--- src/rtl/div_quot_bcd_pkg.sv ---
// Shared types and sizing helpers for the divider quotient-to-BCD stage.
package div_pkg;

  typedef enum logic [1:0] {
    IDLE  = 2'd0,
    SHIFT = 2'd1,
    DONE  = 2'd2
  } state_e;

  typedef logic [3:0] bcd_digit_t;

  // ceil(n * log10(2)) in integer arithmetic (log10(2) ~= 0.30103)
  function automatic int unsigned bcd_digits(input int unsigned n);
    return (n * 30103 + 99999) / 100000;
  endfunction

  localparam int unsigned DEF_N = 32;
  localparam int unsigned DEF_D = bcd_digits(DEF_N);

endpackage

--- src/rtl/div_quot_bcd_add3.sv ---
// Double-dabble per-digit adjust: digits of 5 or more get 3 added before the shift.
module bcd_add3 (
  input  logic [3:0] digit_i,
  output logic [3:0] digit_o
);

  assign digit_o = (digit_i >= 4'd5) ? (digit_i + 4'd3) : digit_i;

endmodule

--- src/rtl/div_quot_bcd.sv ---
// Sequential binary-to-BCD converter for the divider quotient, one bit per clock,
// with remainder and divide-by-zero flag carried alongside the result.
module div_quot_bcd
  import div_pkg::*;
#(
  parameter int N = 32,
  parameter int M = 8,
  parameter int D = bcd_digits(N)
) (
  input  logic                     clk,
  input  logic                     rst_n,
  input  logic                     in_valid,
  output logic                     in_ready,
  input  logic [N-1:0]             in_quot,
  input  logic [M-1:0]             in_rem,
  input  logic                     in_dz,
  output logic                     out_valid,
  input  logic                     out_ready,
  output logic [4*D-1:0]           out_bcd,
  output logic [$clog2(D+1)-1:0]   out_ndig,
  output logic [M-1:0]             out_rem,
  output logic                     out_dz
);

  // state | meaning
  // IDLE  | waiting for a quotient; in_ready high
  // SHIFT | double-dabble iterations, one quotient bit per clock
  // DONE  | result held on the outputs until out_ready

  localparam int CW  = (N > 1) ? $clog2(N) : 1;
  localparam int NDW = $clog2(D+1);

  state_e          state_q, state_d;
  logic [N-1:0]    shreg_q, shreg_d;
  logic [4*D-1:0]  bcd_q,   bcd_d;
  logic [CW-1:0]   cnt_q,   cnt_d;
  logic [M-1:0]    rem_q,   rem_d;
  logic            dz_q,    dz_d;
  logic [4*D-1:0]  bcd_adj;
  logic [NDW-1:0]  ndig;

  for (genvar g = 0; g < D; g++) begin : g_adj
    bcd_add3 u_add3 (
      .digit_i (bcd_q[4*g +: 4]),
      .digit_o (bcd_adj[4*g +: 4])
    );
  end

  always_ff @(posedge clk or negedge rst_n) begin
    if (!rst_n) begin
      state_q <= IDLE;
    end else begin
      state_q <= state_d;
    end
  end

  always_ff @(posedge clk or negedge rst_n) begin
    if (!rst_n) begin
      shreg_q <= '0;
      bcd_q   <= '0;
      cnt_q   <= '0;
      rem_q   <= '0;
      dz_q    <= 1'b0;
    end else begin
      shreg_q <= shreg_d;
      bcd_q   <= bcd_d;
      cnt_q   <= cnt_d;
      rem_q   <= rem_d;
      dz_q    <= dz_d;
    end
  end

  always_comb begin
    state_d = state_q;
    shreg_d = shreg_q;
    bcd_d   = bcd_q;
    cnt_d   = cnt_q;
    rem_d   = rem_q;
    dz_d    = dz_q;
    case (state_q)
      IDLE: begin
        if (in_valid) begin
          shreg_d = in_quot;
          rem_d   = in_rem;
          dz_d    = in_dz;
          bcd_d   = '0;
          cnt_d   = '0;
          state_d = SHIFT;
        end
      end
      SHIFT: begin
        // adjusted digits and the quotient shift as one word so the MSB enters bcd bit 0
        {bcd_d, shreg_d} = {bcd_adj, shreg_q} << 1;
        cnt_d = cnt_q + CW'(1);
        if (cnt_q == CW'(N-1)) begin
          state_d = DONE;
        end
      end
      DONE: begin
        if (out_ready) begin
          state_d = IDLE;
        end
      end
      default: state_d = IDLE;
    endcase
  end

  always_comb begin
    ndig = NDW'(1);
    for (int i = 0; i < D; i++) begin
      if (bcd_q[4*i +: 4] != 4'd0) begin
        ndig = NDW'(i + 1);
      end
    end
  end

  assign in_ready  = (state_q == IDLE);
  assign out_valid = (state_q == DONE);
  assign out_bcd   = bcd_q;
  assign out_ndig  = ndig;
  assign out_rem   = rem_q;
  assign out_dz    = dz_q;

endmodule

--- config.mk ---
export PLATFORM = sky130hd
export DESIGN_NAME = div_quot_bcd
export DESIGN_NICKNAME = d
export VERILOG_FILES = /design/src/rtl/div_quot_bcd_pkg.sv /design/src/rtl/div_quot_bcd_add3.sv /design/src/rtl/div_quot_bcd.sv
export SDC_FILE = /design/constraint.sdc
export NUM_CORES = 1
export LEC_CHECK = 0
export CAP_MARGIN = 15
export CORE_MARGIN = 10
export CORE_UTILIZATION = 55
export CTS_CLUSTER_DIAMETER = 200
export DETAILED_ROUTE_END_ITERATION = 8
export PLACE_DENSITY = 0.86
export SLEW_MARGIN = 0
export SYNTH_ARGS = -nofsm -noshare
export SYNTH_HDL_FRONTEND = slang
export SYNTH_SLANG_ARGS = --single-unit
--- constraint.sdc ---
create_clock -name clk -period 4.2 [get_ports clk]
set_clock_uncertainty 0.2 [all_clocks]
set_input_delay 1.26 -clock clk [delete_from_list [all_inputs] [get_ports clk]]
set_output_delay 1.26 -clock clk [all_outputs]
set_load 0.01 [all_outputs]
# --- Word-level counts from Yosys, hierarchy flattened ---
# Cells that the tools add are included.
op_classes:
  reduce_logical: 14
  muxes: 29
  addsub: 11
  n_lt_le_gt_ge: 10
  n_eq_ne: 6
ops:
  columns: ["op", "n"]
  rows:
  - ["40-bit case mux with 2 select lines", 1]
  - ["4-bit two-way mux", 17]
  - ["32-bit case mux with 2 select lines", 1]
  - ["4-bit by 3-bit greater-or-equal comparator with 1-bit output (second input constant)", 10]
  - ["40-bit two-way mux", 1]
  - ["4-bit by 2-bit adder with 4-bit output (second input constant)", 9]
  - ["4-bit nonzero test", 9]
  - ["32-bit two-way mux", 1]
  - ["5-bit case mux with 2 select lines", 1]
  - ["2-bit two-way mux", 4]
  - ["2-bit case mux with 3 select lines", 1]
  - ["5-bit by 1-bit adder with 5-bit output (second input constant)", 1]
  - ["5-bit == test (second input constant)", 1]
  - ["5-bit two-way mux", 1]
  - ["2-bit != test (second input constant)", 2]
  - ["2-bit AND reduction", 2]
  - ["3-bit by 2-bit adder with 3-bit output (second input constant)", 1]
  - ["3-bit two-way mux", 1]
  - ["3-bit AND reduction", 1]
  - ["2-bit by 1-bit == test with 1-bit output (second input constant)", 1]
  - ["2-bit == test (second input constant)", 1]
  - ["2-bit zero test", 1]
  - ["2-bit by 1-bit != test with 1-bit output (second input constant)", 1]
  - ["2-bit nonzero test", 1]
totals:
  out_inout_bits: 55
  elab_cells: 76
  register_bits: 88

# --- Longest topological paths before layout ---
logic_depth:
  word_depth: 10
  mapped_depth: 6
  depth_no_buf: 6

# --- Modules after synthesis ---
# From an unflattened synthesis, not the netlist that was laid out.
unflattened:
  hier_cells: 568
  area_unflattened_um2: 4720.8
modules_own_cells:
  columns: ["mod", "instances", "area_each_um2", "cells_per_inst", "seq_area_each_um2"]
  rows:
  - ["div_quot_bcd", 1, 3707.3, 408, 2202.1]
  - ["bcd_add3", 10, 101.3, 16, 0.0]

# --- Least setup slack after synthesis ---
# OpenSTA, ideal clock, no wires.
synth_path:
  path_kind: "reg-to-output"
  from: "register bcd_q[4], in the netlist out_bcd[4]"
  to: "output out_ndig[0]"
  stages_incl_launch_ff: 7
  slack_ns: 1.088
  path_buffers: 0
  t_arrival_ns: 1.652
  cell_sequence: "dfrtp_1 > inv_1 > ha_1 > or3b_2 > a21oi_1 > o21ai_0 > a31oi_1"
synth_between:
  elab_chain_cells: 10
synth_rtl:
  columns: ["element", "line", "source"]
  rows:
  - ["from (decl)", "div_quot_bcd.sv:35", "logic [4*D-1:0] bcd_q, bcd_d;"]
  - ["from (signal assigned)", "div_quot_bcd.sv:60", "bcd_q <= '0;"]
  - ["from (signal assigned)", "div_quot_bcd.sv:66", "bcd_q <= bcd_d;"]
  - ["4-bit nonzero test", "div_quot_bcd.sv:111", "if (bcd_q[4*i +: 4] != 4'd0) begin"]
  - ["2-bit two-way mux", "div_quot_bcd.sv:111", null]
  - ["4-bit two-way mux (8 in series)", "div_quot_bcd.sv:111", null]
  - ["to (decl)", "div_quot_bcd.sv:20", "output logic [$clog2(D+1)-1:0] out_ndig,"]
# Every way passes these cells.

# --- Worst setup path after layout ---
layout_path:
  from: "register bcd_q[12], in the netlist out_bcd[12]"
  to: "output out_ndig[0]"
layout_between:
  elab_chain_cells: 8
layout_rtl:
  columns: ["element", "line"]
  rows:
  - ["4-bit nonzero test", "div_quot_bcd.sv:111"]
  - ["4-bit two-way mux (7 in series)", "div_quot_bcd.sv:111"]
# Every way passes these cells.

==> out/metrics.cfg <==
[outcome]
status = finished, final reports clean

[placement]
pre_cts_ws_ps = 532
place_congestion = 0.791
hpwl_mm = 8.06
io_buffer_count = 99

[hold_path]
worstHoldPathType = reg -> reg
whs_endpoint = out_rem[4]$_DFFE_PN0P_
min_from = out_rem[4]$_DFFE_PN0P_
hold_depth = 2

[clock_network]
htree_levels = 3
clkSinkCount = 88
clock_latency_ps = 360
cts_tree = yes
clock_path_buffers = 2
cts_inserted_buffers = 9
clkTransAtPathRegs_ps = 90
ctsRootBufferMaster = clkbuf_8

[yosys]
synthCells = 467
synth.top_cell.area_share = 0.492
syn-cell-area_mm2 = 0.00448
synth.ff_latch_count = 88
syn-num-nets = 534
synth_top_family_by_area = simple AND/OR/NAND/NOR gates
yosysTopAreaCell = dfrtp_1
synth-xor-area-share = 0.0372
synth_edf_count = 0
synth.distinct_cells = 31
synth-simple-area-share = 0.174
dominantRegCellSynth = dfrtp_1
async_flop_share = 1.00
synthTopCellsByCount = dfrtp_1 (88), nand2_1 (68), o21ai_0 (37)
ys_warn_count = 0
yosysSeqAreaShare = 0.492
synthAdderAreaFrac = 0.0615
yosysMostFrequentCell = dfrtp_1
synth-compound-area-share = 0.163
syn_area_per_cell_um2 = 9.58
synth_area_leaders = dfrtp_1 (49%), ha_1 (6.2%), nand2_1 (5.7%)
synthMuxAreaShare = 0.0252

[grt]
grt-ovfl-total = 0
antenna_found_initial = 0
grt_start_max_net_pins = 49
grt_pass1_vias = 3840
grt_pass1_wl_mm = 18.6
grt_usage = 0.190

[timing]
whs_ps = 276
slew-limit-headroom = 0.430
post-route-period-util = 0.972
final_max_slew_viol_count = 0
max_freq_mhz = 245
timing.final.ws_setup_ps = 120
min_period_ps = 4080
grt_setup_unrepaired = false
worst_slew_pin_slew_ps = 852
fin_setup_tns_ps = 0
hold_viol_final = 0
finalSetupViolCount = 0

[floorplanning]
die_area_mm2 = 0.0121
io_pins = 100
die_w_um = 110
initial_core_util = 0.573
dieHeight_um = 110
num_rows = 32
coreArea_mm2 = 0.00781

[pwr]
vdd_ir_drop_max_mv = 0.372
power_per_cell_area_mw_per_mm2 = 776
power.leakage_uw = 0.00249

[setup_path]
crit_path_end_kind = output port
worstSetupStartpointType = flip-flop
crit_start = out_bcd[12]$_DFFE_PN0P_
r2r_end = out_bcd[27]$_DFFE_PN0P_
cp_data_arrival_time_ps = 2620
r2r_start = state_q[1]$_DFFE_PN0P_
path_max_fanout = 5
rr_worst_depth = 4
critPathKind = reg -> out
cp.required_ps = 2740
r2r_slack_ps = 2010

[route]
routed_wl_mm = 11.1
drc = 0
first_pass_iters = 5
detail-route-antenna-nets = 0
vias = 3816
post_drt_wl_per_cell_um = 16.7
dr.first_iter.drc_count = 205
viasPerCell = 5.73

[cells_and_area]
antenna_cells = 0
syn_to_final_growth_pct = 28.2
drive_above_1_share = 0.0780
fin_nets = 626

[job]
drv_cap = 0

-- power by group --
group          internal [µW]  switching (µW)
Clock                    309             299
Combinational           1120            1110
Sequential              1260             357
-- worst max-delay path, stage by stage (launching register included) --
cell	delay [ps]
dfrtp_1	430
inv_1	120
ha_1	230
or3b_2	490
a21oi_1	150
o21ai_0	90
a31oi_1	190
clkdlybuf4s50_1	560
-- logic make-up (layout without fill, tap and decap cells) --
kind of cell / count (synthesis) / in the layout
fa+ha+maj: 22 / 22
mux: 10 / 10
compound gates: 113 / 113
simple gates: 167 / 167
buf+inv: 48 / 145
flops: 88 / 88
xor+xnor: 19 / 19
-- worst max path at each step --
stage	depth (start not counted)	endpoint	slack (ps)
3_5_place_dp	7	out_ndig[0]	530
5_1_grt	7	out_ndig[0]	4
3_3_place_gp	7	out_ndig[0]	610
6_report	7	out_ndig[0]	120
4_1_cts	7	out_ndig[0]	140
2_1_floorplan	6	out_ndig[0]	1090
-- what timing repair did --
action                                  CTS  global route
hold buffers                              0             0
gates resized for setup                   0             1
endpoints found under the setup margin    0             1
hold endpoints to repair                  0             0
setup buffers                             0             0
-- layout make-up --
type / instances / area [µm²]
Inverter: 22 / 82.6
Multi-Input combinational cell: 331 / 2070
Fill cell: 596 / 2070
Clock inverter: 4 / 51.3
Sequential cell: 88 / 2200
Timing Repair Buffer: 107 / 1050
Clock buffer: 12 / 155
Tap cell: 102 / 128
-- stage by stage --
step | util | total power (µW) | instance area [µm²] | cells
after floorplan | - | 2970 | 4480 | 467
final | 0.735 | 4450 | 5740 | 666
after detailed placement | 0.708 | 3860 | 5530 | 650
after global placement | 0.708 | 3730 | 5530 | 650
after CTS | 0.734 | 4480 | 5730 | 666
after global routing | 0.735 | 4820 | 5740 | 666
-- registers in the layout, indices dropped and copies added (netlist names) --
register / flops
out_bcd: 40
out_dz: 1
out_rem: 8
cnt_q: 5
state_q: 2
shreg_q: 32
-- metal layers --
layer	wire length [µm]	track usage
met1	4690	0.242
met2	5390	0.308
met3	943	0.0534
met4	125	0.0633
met5	0	0
-- cell usage in the layout, fill, tap and decap left out, types with 16 or more instances in the layout --
cell type | Yosys | layout
o22ai_1 | 16 | 16
nand2_1 | 68 | 68
dfrtp_1 | 88 | 88
inv_1 | 22 | 22
nor2_1 | 36 | 36
nand3_1 | 35 | 35
clkdlybuf4s50_1 | 0 | 98
o21ai_0 | 37 | 37
ha_1 | 22 | 22
o31ai_1 | 20 | 20
No activity file was read; power rests on OpenSTA's default activity.
